**src/rtl/fft_stream_pkg.sv**
```systemverilog
// Shared types and constants for the fft stream driver: FSM state encoding and strobe helper.
package fft_stream_pkg;

    typedef enum logic [2:0] {
        ST_IDLE  = 3'd0,
        ST_SEND  = 3'd1,
        ST_GAP   = 3'd2,
        ST_START = 3'd3,
        ST_RECV  = 3'd4
    } state_t;

    // Wide all-ones constant; users slice off DATA_WIDTH/8 bits for tstrb (covers DATA_WIDTH up to 1024).
    localparam logic [127:0] STRB_ALL = '1;

endpackage

```
**src/rtl/fft_stream_driver_if.sv**
```systemverilog
// Stream signals between the driver and the fft accelerator, plus the accelerator start pulse.
interface fft_stream_driver_if #(
    parameter int DATA_WIDTH = 32
);
    logic                      m00_axis_tvalid;
    logic [DATA_WIDTH-1:0]     m00_axis_tdata;
    logic [DATA_WIDTH/8-1:0]   m00_axis_tstrb;
    logic                      m00_axis_tlast;
    logic                      m00_axis_tready;
    logic                      start;
    logic                      s00_axis_tvalid;
    logic [DATA_WIDTH-1:0]     s00_axis_tdata;
    logic                      s00_axis_tlast;
    logic                      s00_axis_tready;

    modport master (
        output m00_axis_tvalid, m00_axis_tdata, m00_axis_tstrb, m00_axis_tlast, start, s00_axis_tready,
        input  m00_axis_tready, s00_axis_tvalid, s00_axis_tdata, s00_axis_tlast
    );

    modport slave (
        input  m00_axis_tvalid, m00_axis_tdata, m00_axis_tstrb, m00_axis_tlast, start, s00_axis_tready,
        output m00_axis_tready, s00_axis_tvalid, s00_axis_tdata, s00_axis_tlast
    );
endinterface

```
**src/rtl/fft_stream_driver_word_buffer.sv**
```systemverilog
// DEPTH x DATA_WIDTH register array with one synchronous write port and one read port
// that is either combinational or registered (REG_READ).
module word_buffer #(
    parameter int DEPTH      = 2,
    parameter int DATA_WIDTH = 32,
    parameter int ADDR_WIDTH = 1,
    parameter bit REG_READ   = 1'b0
) (
    input  logic                  clk,
    input  logic                  rst_n,
    input  logic                  we,
    input  logic [ADDR_WIDTH-1:0] waddr,
    input  logic [DATA_WIDTH-1:0] wdata,
    input  logic [ADDR_WIDTH-1:0] raddr,
    output logic [DATA_WIDTH-1:0] rdata
);
    logic [DATA_WIDTH-1:0] mem [DEPTH];

    always_ff @(posedge clk) begin
        if (we) begin
            mem[waddr] <= wdata;
        end
    end

    generate
        if (REG_READ) begin : g_reg_read
            always_ff @(posedge clk) begin
                if (!rst_n) begin
                    rdata <= '0;
                end else begin
                    rdata <= mem[raddr];
                end
            end
        end else begin : g_comb_read
            // Reads as zero while reset is held so both flavours share the same port list.
            assign rdata = rst_n ? mem[raddr] : '0;
        end
    endgenerate
endmodule

```
**src/rtl/fft_stream_driver.sv**
```systemverilog
// Hardware exerciser for the fft accelerator: streams a stored frame out, pulses start,
// then captures the returned stream into a readable result buffer.
//
// state   | meaning
// IDLE    | tx buffer writable, waiting for go
// SEND    | streaming txbuf[idx] with tvalid held until each handshake
// GAP     | one idle cycle after the last input word
// START   | one-cycle start pulse to the accelerator
// RECV    | accepting results until a tlast handshake
module fft_stream_driver
    import fft_stream_pkg::*;
#(
    parameter int SIZE       = 2,
    parameter int DATA_WIDTH = 32,
    parameter int ADDR_WIDTH = 1
) (
    input  logic                  s00_axi_aclk,
    input  logic                  s00_axi_aresetn,
    input  logic                  load_en,
    input  logic [ADDR_WIDTH-1:0] load_addr,
    input  logic [DATA_WIDTH-1:0] load_data,
    input  logic                  go,
    fft_stream_driver_if.master   axis,
    input  logic [ADDR_WIDTH-1:0] rd_addr,
    output logic [DATA_WIDTH-1:0] rd_data,
    output logic                  busy,
    output logic                  done,
    output logic                  overflow,
    output logic [ADDR_WIDTH:0]   result_count
);
    localparam logic [ADDR_WIDTH-1:0]   LAST_IDX  = ADDR_WIDTH'(SIZE - 1);
    localparam logic [ADDR_WIDTH:0]     CNT_MAX   = (ADDR_WIDTH + 1)'(SIZE);
    localparam logic [DATA_WIDTH/8-1:0] STRB_FULL = STRB_ALL[DATA_WIDTH/8-1:0];

    state_t                state, state_nxt;
    logic [ADDR_WIDTH-1:0] idx, idx_nxt;
    logic                  done_nxt, overflow_nxt;
    logic [ADDR_WIDTH:0]   count_nxt;
    logic                  rx_we;
    logic                  tx_we;

    always_ff @(posedge s00_axi_aclk) begin
        if (!s00_axi_aresetn) begin
            state        <= ST_IDLE;
            idx          <= '0;
            done         <= 1'b0;
            overflow     <= 1'b0;
            result_count <= '0;
        end else begin
            state        <= state_nxt;
            idx          <= idx_nxt;
            done         <= done_nxt;
            overflow     <= overflow_nxt;
            result_count <= count_nxt;
        end
    end

    always_comb begin
        state_nxt    = state;
        idx_nxt      = idx;
        done_nxt     = done;
        overflow_nxt = overflow;
        count_nxt    = result_count;
        rx_we        = 1'b0;
        case (state)
            ST_IDLE: begin
                if (go) begin
                    state_nxt    = ST_SEND;
                    idx_nxt      = '0;
                    done_nxt     = 1'b0;
                    overflow_nxt = 1'b0;
                    count_nxt    = '0;
                end
            end
            ST_SEND: begin
                if (axis.m00_axis_tready) begin
                    if (idx == LAST_IDX) begin
                        state_nxt = ST_GAP;
                    end else begin
                        idx_nxt = idx + 1'b1;
                    end
                end
            end
            ST_GAP:   state_nxt = ST_START;
            ST_START: state_nxt = ST_RECV;
            ST_RECV: begin
                if (axis.s00_axis_tvalid) begin
                    // Words past the buffer are dropped but still flag overflow.
                    if (result_count < CNT_MAX) begin
                        rx_we     = 1'b1;
                        count_nxt = result_count + 1'b1;
                    end else begin
                        overflow_nxt = 1'b1;
                    end
                    if (axis.s00_axis_tlast) begin
                        done_nxt  = 1'b1;
                        state_nxt = ST_IDLE;
                    end
                end
            end
            default: state_nxt = ST_IDLE;
        endcase
    end

    assign tx_we                = load_en && (state == ST_IDLE);
    assign axis.m00_axis_tvalid = (state == ST_SEND);
    assign axis.m00_axis_tlast  = (state == ST_SEND) && (idx == LAST_IDX);
    assign axis.m00_axis_tstrb  = STRB_FULL;
    assign axis.start           = (state == ST_START);
    assign axis.s00_axis_tready = (state == ST_RECV);
    assign busy                 = (state != ST_IDLE);

    word_buffer #(
        .DEPTH      (SIZE),
        .DATA_WIDTH (DATA_WIDTH),
        .ADDR_WIDTH (ADDR_WIDTH),
        .REG_READ   (1'b0)
    ) u_tx_buf (
        .clk   (s00_axi_aclk),
        .rst_n (s00_axi_aresetn),
        .we    (tx_we),
        .waddr (load_addr),
        .wdata (load_data),
        .raddr (idx),
        .rdata (axis.m00_axis_tdata)
    );

    word_buffer #(
        .DEPTH      (SIZE),
        .DATA_WIDTH (DATA_WIDTH),
        .ADDR_WIDTH (ADDR_WIDTH),
        .REG_READ   (1'b1)
    ) u_rx_buf (
        .clk   (s00_axi_aclk),
        .rst_n (s00_axi_aresetn),
        .we    (rx_we),
        .waddr (result_count[ADDR_WIDTH-1:0]),
        .wdata (axis.s00_axis_tdata),
        .raddr (rd_addr),
        .rdata (rd_data)
    );
endmodule

```
**src/flat_wrapper.sv**
```systemverilog
// flat-port wrapper written by rule: the top's interface ports become plain ports
module fft_stream_driver_flat import fft_stream_pkg::*;
#(
    parameter int SIZE       = 2,
    parameter int DATA_WIDTH = 32,
    parameter int ADDR_WIDTH = 1
)
  (s00_axi_aclk, s00_axi_aresetn, load_en, load_addr, load_data, go, rd_addr, rd_data, busy, done, overflow, result_count, axis_m00_axis_tvalid, axis_m00_axis_tdata, axis_m00_axis_tstrb, axis_m00_axis_tlast, axis_start, axis_s00_axis_tready, axis_m00_axis_tready, axis_s00_axis_tvalid, axis_s00_axis_tdata, axis_s00_axis_tlast);
  fft_stream_driver_if #(.DATA_WIDTH(DATA_WIDTH)) axis_i ();
  input  logic s00_axi_aclk;
  input  logic s00_axi_aresetn;
  input  logic load_en;
  input  logic [ADDR_WIDTH-1:0] load_addr;
  input  logic [DATA_WIDTH-1:0] load_data;
  input  logic go;
  input  logic [ADDR_WIDTH-1:0] rd_addr;
  output logic [DATA_WIDTH-1:0] rd_data;
  output logic busy;
  output logic done;
  output logic overflow;
  output logic [ADDR_WIDTH:0] result_count;
  output wire logic [$bits(axis_i.m00_axis_tvalid)-1:0] axis_m00_axis_tvalid;
  output wire logic [$bits(axis_i.m00_axis_tdata)-1:0] axis_m00_axis_tdata;
  output wire logic [$bits(axis_i.m00_axis_tstrb)-1:0] axis_m00_axis_tstrb;
  output wire logic [$bits(axis_i.m00_axis_tlast)-1:0] axis_m00_axis_tlast;
  output wire logic [$bits(axis_i.start)-1:0] axis_start;
  output wire logic [$bits(axis_i.s00_axis_tready)-1:0] axis_s00_axis_tready;
  input wire logic [$bits(axis_i.m00_axis_tready)-1:0] axis_m00_axis_tready;
  input wire logic [$bits(axis_i.s00_axis_tvalid)-1:0] axis_s00_axis_tvalid;
  input wire logic [$bits(axis_i.s00_axis_tdata)-1:0] axis_s00_axis_tdata;
  input wire logic [$bits(axis_i.s00_axis_tlast)-1:0] axis_s00_axis_tlast;
  assign axis_m00_axis_tvalid = axis_i.m00_axis_tvalid;
  assign axis_m00_axis_tdata = axis_i.m00_axis_tdata;
  assign axis_m00_axis_tstrb = axis_i.m00_axis_tstrb;
  assign axis_m00_axis_tlast = axis_i.m00_axis_tlast;
  assign axis_start = axis_i.start;
  assign axis_s00_axis_tready = axis_i.s00_axis_tready;
  assign axis_i.m00_axis_tready = axis_m00_axis_tready;
  assign axis_i.s00_axis_tvalid = axis_s00_axis_tvalid;
  assign axis_i.s00_axis_tdata = axis_s00_axis_tdata;
  assign axis_i.s00_axis_tlast = axis_s00_axis_tlast;
  fft_stream_driver #(.SIZE(SIZE), .DATA_WIDTH(DATA_WIDTH), .ADDR_WIDTH(ADDR_WIDTH)) u_core (.s00_axi_aclk(s00_axi_aclk), .s00_axi_aresetn(s00_axi_aresetn), .load_en(load_en), .load_addr(load_addr), .load_data(load_data), .go(go), .axis(axis_i), .rd_addr(rd_addr), .rd_data(rd_data), .busy(busy), .done(done), .overflow(overflow), .result_count(result_count));
endmodule
```
**config.mk**
```make
export PLATFORM = sky130hd
export DESIGN_NAME = fft_stream_driver_flat
export DESIGN_NICKNAME = d
export VERILOG_FILES = /design/src/rtl/fft_stream_pkg.sv /design/src/rtl/fft_stream_driver_if.sv /design/src/rtl/fft_stream_driver_word_buffer.sv /design/src/rtl/fft_stream_driver.sv /design/src/flat_wrapper.sv
export SDC_FILE = /design/constraint.sdc
export NUM_CORES = 1
export LEC_CHECK = 0
export CAP_MARGIN = 5
export CORE_ASPECT_RATIO = 1.2
export CORE_UTILIZATION = 53
export CTS_CLUSTER_DIAMETER = 80
export DETAILED_ROUTE_END_ITERATION = 10
export PLACE_DENSITY = 0.87
export SLEW_MARGIN = 40
export SYNTH_ARGS = -nofsm -noshare
export SYNTH_HDL_FRONTEND = slang
export SYNTH_SLANG_ARGS = --single-unit
```
**constraint.sdc**
```tcl
create_clock -name s00_axi_aclk -period 10.6 [get_ports s00_axi_aclk]
set_input_delay 2.65 -clock s00_axi_aclk [delete_from_list [all_inputs] [get_ports s00_axi_aclk]]
set_output_delay 2.65 -clock s00_axi_aclk [all_outputs]
set_load 0.02 [all_outputs]
```
After elaboration in Yosys (flattened, before gate mapping). Memory sizes are Yosys's and may differ from the RTL's. A register that Yosys moved wholly into a read port is not among the register bits. Cells that the tools add are included.

$add $sub $neg: 2. $mul: 0. Div/mod/pow operators: 0. Magnitude comparators: 1. Equality and inequality tests: 11. Shift-type cells: 0. Multiplexer cells: 30. Bitwise gates (word level): 0. Reductions and logical operators: 12.

Operators by type and width (count): $mux W32 (1); $mux W1 (16); $mux W3 (5); $pmux W3 S5 (1); $reduce_and A4 Y1 (3); $ne A2 B1 Y1 const B (5); $eq A3 B2 Y1 const B (2); $mux W2 (3); $pmux W1 S2 (3); $reduce_and A5 Y1 (1); $ne A2 B2 Y1 const B (2); $pmux W2 S2 (1); $reduce_bool A2 Y1 (2); $eq A3 B1 Y1 const B (1); $eq A3 B3 Y1 const B (1); $logic_not A3 Y1 (1); $reduce_and A3 Y1 (1); $reduce_bool A3 Y1 (1); $add A2 B1 Y2 const B (1); $logic_and A1 B1 Y1 (2); $lt A2 B2 Y1 const B (1); $add A1 B1 Y1 const B (1); $logic_not A1 Y1 (1).

Bits in registers: 8. Bits in latches: 0. Memory bits (writable): 128. Bits in read-only memories: 0. Output and inout bits: 77. Logic and storage cells: 63. Memories kept: 2.

Memories: u_core.u_rx_buf.mem (depth 2, bits a word 32, read ports 1, clocked after memory_dff 1, wr ports 1, line fft_stream_driver_word_buffer.sv:17) `logic [DATA_WIDTH-1:0] mem [DEPTH];`; u_core.u_tx_buf.mem (depth 2, bits a word 32, read ports 1, clocked after memory_dff 1, wr ports 1, line fft_stream_driver_word_buffer.sv:17).

Longest topological paths before layout.
Depth in word-level cells: 6. Gate-level depth with buffers: 4. Depth with buffers taken out: 3.

Modules after synthesis. From an unflattened synthesis, not the netlist that was laid out.

Cell total of the unflattened synthesis: 353. Area total of the unflattened synthesis: 6135.9 µm².

Modules (own cells, without submodules): word_buffer (u_core.u_rx_buf) (times used 1, cells an instance 169, area each 3178.0 µm², seq. area each 2562.5 µm²); word_buffer (u_core.u_tx_buf) (times used 1, cells an instance 137, area each 2537.4 µm², seq. area each 1921.8 µm²); fft_stream_driver (times used 1, cells an instance 47, area each 420.4 µm², seq. area each 160.2 µm²).

Worst setup path before layout. No wires, ideal clock.

Path kind: input to output. From: input s00_axi_aresetn. To: output axis_m00_axis_tdata[22]. Data arrival time: 3.202 ns. Data required time: 7.950 ns. Setup slack: 4.748 ns. Cell stages on the path: 2. Path buffers: 1. Cells stage by stage: clkbuf_1 -> nor2b_1.

Longest elaborated chain between the ends: 1.

Ends and longest elaborated chain: from (decl) (line flat_wrapper.sv:11) `input logic s00_axi_aresetn;`; $mux W32 (line fft_stream_driver_word_buffer.sv:36) `assign rdata = rst_n ? mem[raddr] : '0;`; to (decl) (line flat_wrapper.sv:23) `output wire logic [$bits(axis_i.m00_axis_tdata)-1:0] axis_m00_axis_tdata;`.

No other way between the ends.

Worst setup path in the final report.
From: input s00_axi_aresetn. To: output axis_m00_axis_tdata[7].

Same word-level chain as after synthesis.

==> out/metrics.cfg <==
[run_status]
status = finished clean

[finish]
layoutNonFillerInstCount = 686
area_growth_pct = 33.8
final_net_count = 592
num-fill-cells = 699
layout-drive-gt1-share_pct = 8.08
finish.utilization_pct = 73.8
insertedDiodeCount = 0

[critical_path]
max_stage_delay_ns = 0.63
path_buf_inv = 2
crit_path_cell_trace = buf_4, nor2b_1, clkdlybuf4s50_1
cp_data_required_time_ns = 7.95
crit_slowest_cell = clkdlybuf4s50_1
start_kind = input port
cp_data_arrival_time_ns = 3.98
worstSetupPathType = in -> out
worst_r2r_startpoint = u_core.state[0]
crit_start = s00_axi_aresetn
critPathCaptureType = output pin
cp_top_family = buffers and inverters
critPathMaxFanout = 71

[synth]
synth_enable_flop_cells = 128
synth_area_um2 = 6170
synthCells = 371
synth_top_area_share_pct = 62.3
synthArstFlopShare_pct = 0
synth_area_leaders = edfxtp_1 (62%), dfxtp_1 (13%), mux2i_1 (11%), nor2b_1 (6.7%), buf_4 (1.1%)
synth.avg_cell_area_um2 = 16.6
yosysSeqAreaShare_pct = 75.6
yosys_most_used_dff = edfxtp_1
yosys_warnings = 0
synthTopCellsByCount = edfxtp_1 (128), mux2i_1 (66), nor2b_1 (66)
synth_seq_cells = 169
synth.distinct_cells = 34
yosysMostFrequentCell = edfxtp_1
synth_area_leader_cell = edfxtp_1

[drt]
wl_per_cell_um = 15.8
dr.pass1.iters = 4
routed_wl_um = 10900
num_vias = 3389
via_per_inst = 4.94
drtIter0Drc = 161
ant_nets = 0
drc = 0

[pwr]
pwr-share-clk_pct = 36.1
p_sw_share_pct = 23.6
total_power_w = 0.00150
cell_internal_pwr_w = 0.00115
power_frac_comb_pct = 12.4
power_density_nw_per_um2 = 182
leakage_nw = 2.86
seqPwrFrac_pct = 51.5
p_switching_w = 0.000354
vdd_drop_max_uv = 150

[sta]
tightest_slew_ns = 0.590
setup_viol = 0
hold_viol = 0
tns_ns = 0
period_share_pct = 62.5
drv_slew = 0
fin_skew_ns = 0.00604
fmax_mhz = 151
slew_headroom_pct = 60.7
layout_min_cycle_time_ns = 6.63
grt_setup_unrepaired = false

[floorplan]
die_area_um2 = 12100
initial_core_util_pct = 55.2
die_h_um = 120
design.core.area_um2 = 11200
ioPinCount = 150
std_cell_rows = 42
die_w_um = 101

[cts]
post-cts-setup-buffer-count = 0
postCtsHoldBufs = 0
cts-resized-gates = 0
numCtsBuffers = 17
clk_pin_slew_ns = 0.06
cts_htree_levels = 4
cts_buffer_depth = 2
clockRootBuffer = clkbuf_16
clk_latency_ns = 0.40
cts_tree = built
cts.sinks = 169

[flow_run]
maxCapViolations = 0

[placement]
post-dp-hpwl_um = 7050
gp_routability_congestion = 0.790
dp.cells = 654
place.port_buffers = 145

[global_route]
grt_overflow = 0
first_global_vias = 3417
grt_usage_pct = 18.6
antenna_found_initial = 0
grt_pass1_wl_um = 16800
grt_max_degree = 72

[min_path]
min_from = u_core.overflow
hp-class = reg -> reg

==> placed cells by master, fill, tap and decap left out <==
master,n
nand2_1,6
a21boi_1,1
nor3b_2,2
o21a_1,2
buf_4,6
nand4_1,1
dfxtp_1,40
conb_1,4
clkinv_4,1
nor4b_2,2
clkbuf_16,17
a211oi_1,1
and2_1,3
xnor2_1,1
nor4b_1,1
mux2i_1,66
a32oi_1,1
clkinvlp_4,6
dfxtp_4,1
and3b_1,1
clkinv_1,2
edfxtp_1,128
o21ai_0,3
o22ai_1,1
inv_6,4
clkbuf_1,2
nor2b_1,66
nor2_2,2
nand2_2,1
a21oi_1,2
and3_1,3
nand2b_1,2
inv_1,4
clkdlybuf4s50_1,143
or4b_4,1
nor4bb_1,1
nor3_1,1
nor2_1,3
==> per-layer routing <==
layer | GRT usage (%) | routed length [um] | vias to the layer above
met5 | 0 | 0 | -
met2 | 30.8 | 5430 | 126
li1 | - | - | 1631
met1 | 23.0 | 4540 | 1617
met3 | 6.18 | 734 | 15
met4 | 5.98 | 155 | 0
==> tightest hold or removal path, cell delays in order, from the launching register on <==
cell and delay, ns:
dfxtp_1 0.31, inv_1 0.06, a21oi_1 0.06
==> registers in the layout (all words and copies together) (netlist names), named ones only <==
name                   flops
u_core.u_rx_buf.mem       64
u_core.u_tx_buf.mem       64
u_core.u_rx_buf.rdata     32
u_core.state               3
u_core.result_count        2
u_core.done                1
u_core.idx                 1
u_core.overflow            1
==> logic make-up after synthesis <==
kind of cell | share of synthesized area [%]
xor+xnor | 0.142
simple gates | 9.97
compound gates | 1.14
flops | 75.6
buf+inv | 2.43
other cells | 0.0607
mux | 10.7
==> final cells by class <==
type	instances	area, um2	share of cell area, %
Tap cell	154	193	2.33
Clock buffer	19	433	5.24
Sequential cell	169	4670	56.5
Clock inverter	13	96.3	1.17
Multi-Input combinational cell	178	1380	16.7
Inverter	4	15.0	0.182
Timing Repair Buffer	149	1480	17.9
==> worst paths after layout <==
check,slack [ns],cells after the start,endpoint
min,0.46,2,u_core.overflow
max,3.97,3,axis_m00_axis_tdata[7]
max reg2reg,8.76,4,u_core.u_rx_buf.mem[0][18]
min reg2reg,0.46,2,u_core.overflow
==> power by group through the flow <==
stage	clock, W	sequential, W	combinational [W]
floorplan	0	0.000782	0.000107
global placement	0	0.000786	0.000184
detailed placement	0	0.000789	0.000188
CTS	0.000555	0.000775	0.000189
global route	0.000582	0.000778	0.000199
finish	0.000542	0.000775	0.000186
==> through the flow <==
| stage | setup slack (ns) | hold WS [ns] | area (um2) |
|---|---|---|---|
| final | 3.97 | 0.464 | 8260 |
| after global routing | 3.86 | 0.478 | 8260 |
| after CTS | 3.92 | 0.463 | 8260 |
| after detailed placement | 3.93 | 0.455 | 7730 |
| after global placement | 3.68 | 0.435 | 7720 |
| after floorplan | 4.75 | 0.466 | 6180 |
Power figures use the tool's default switching activity.
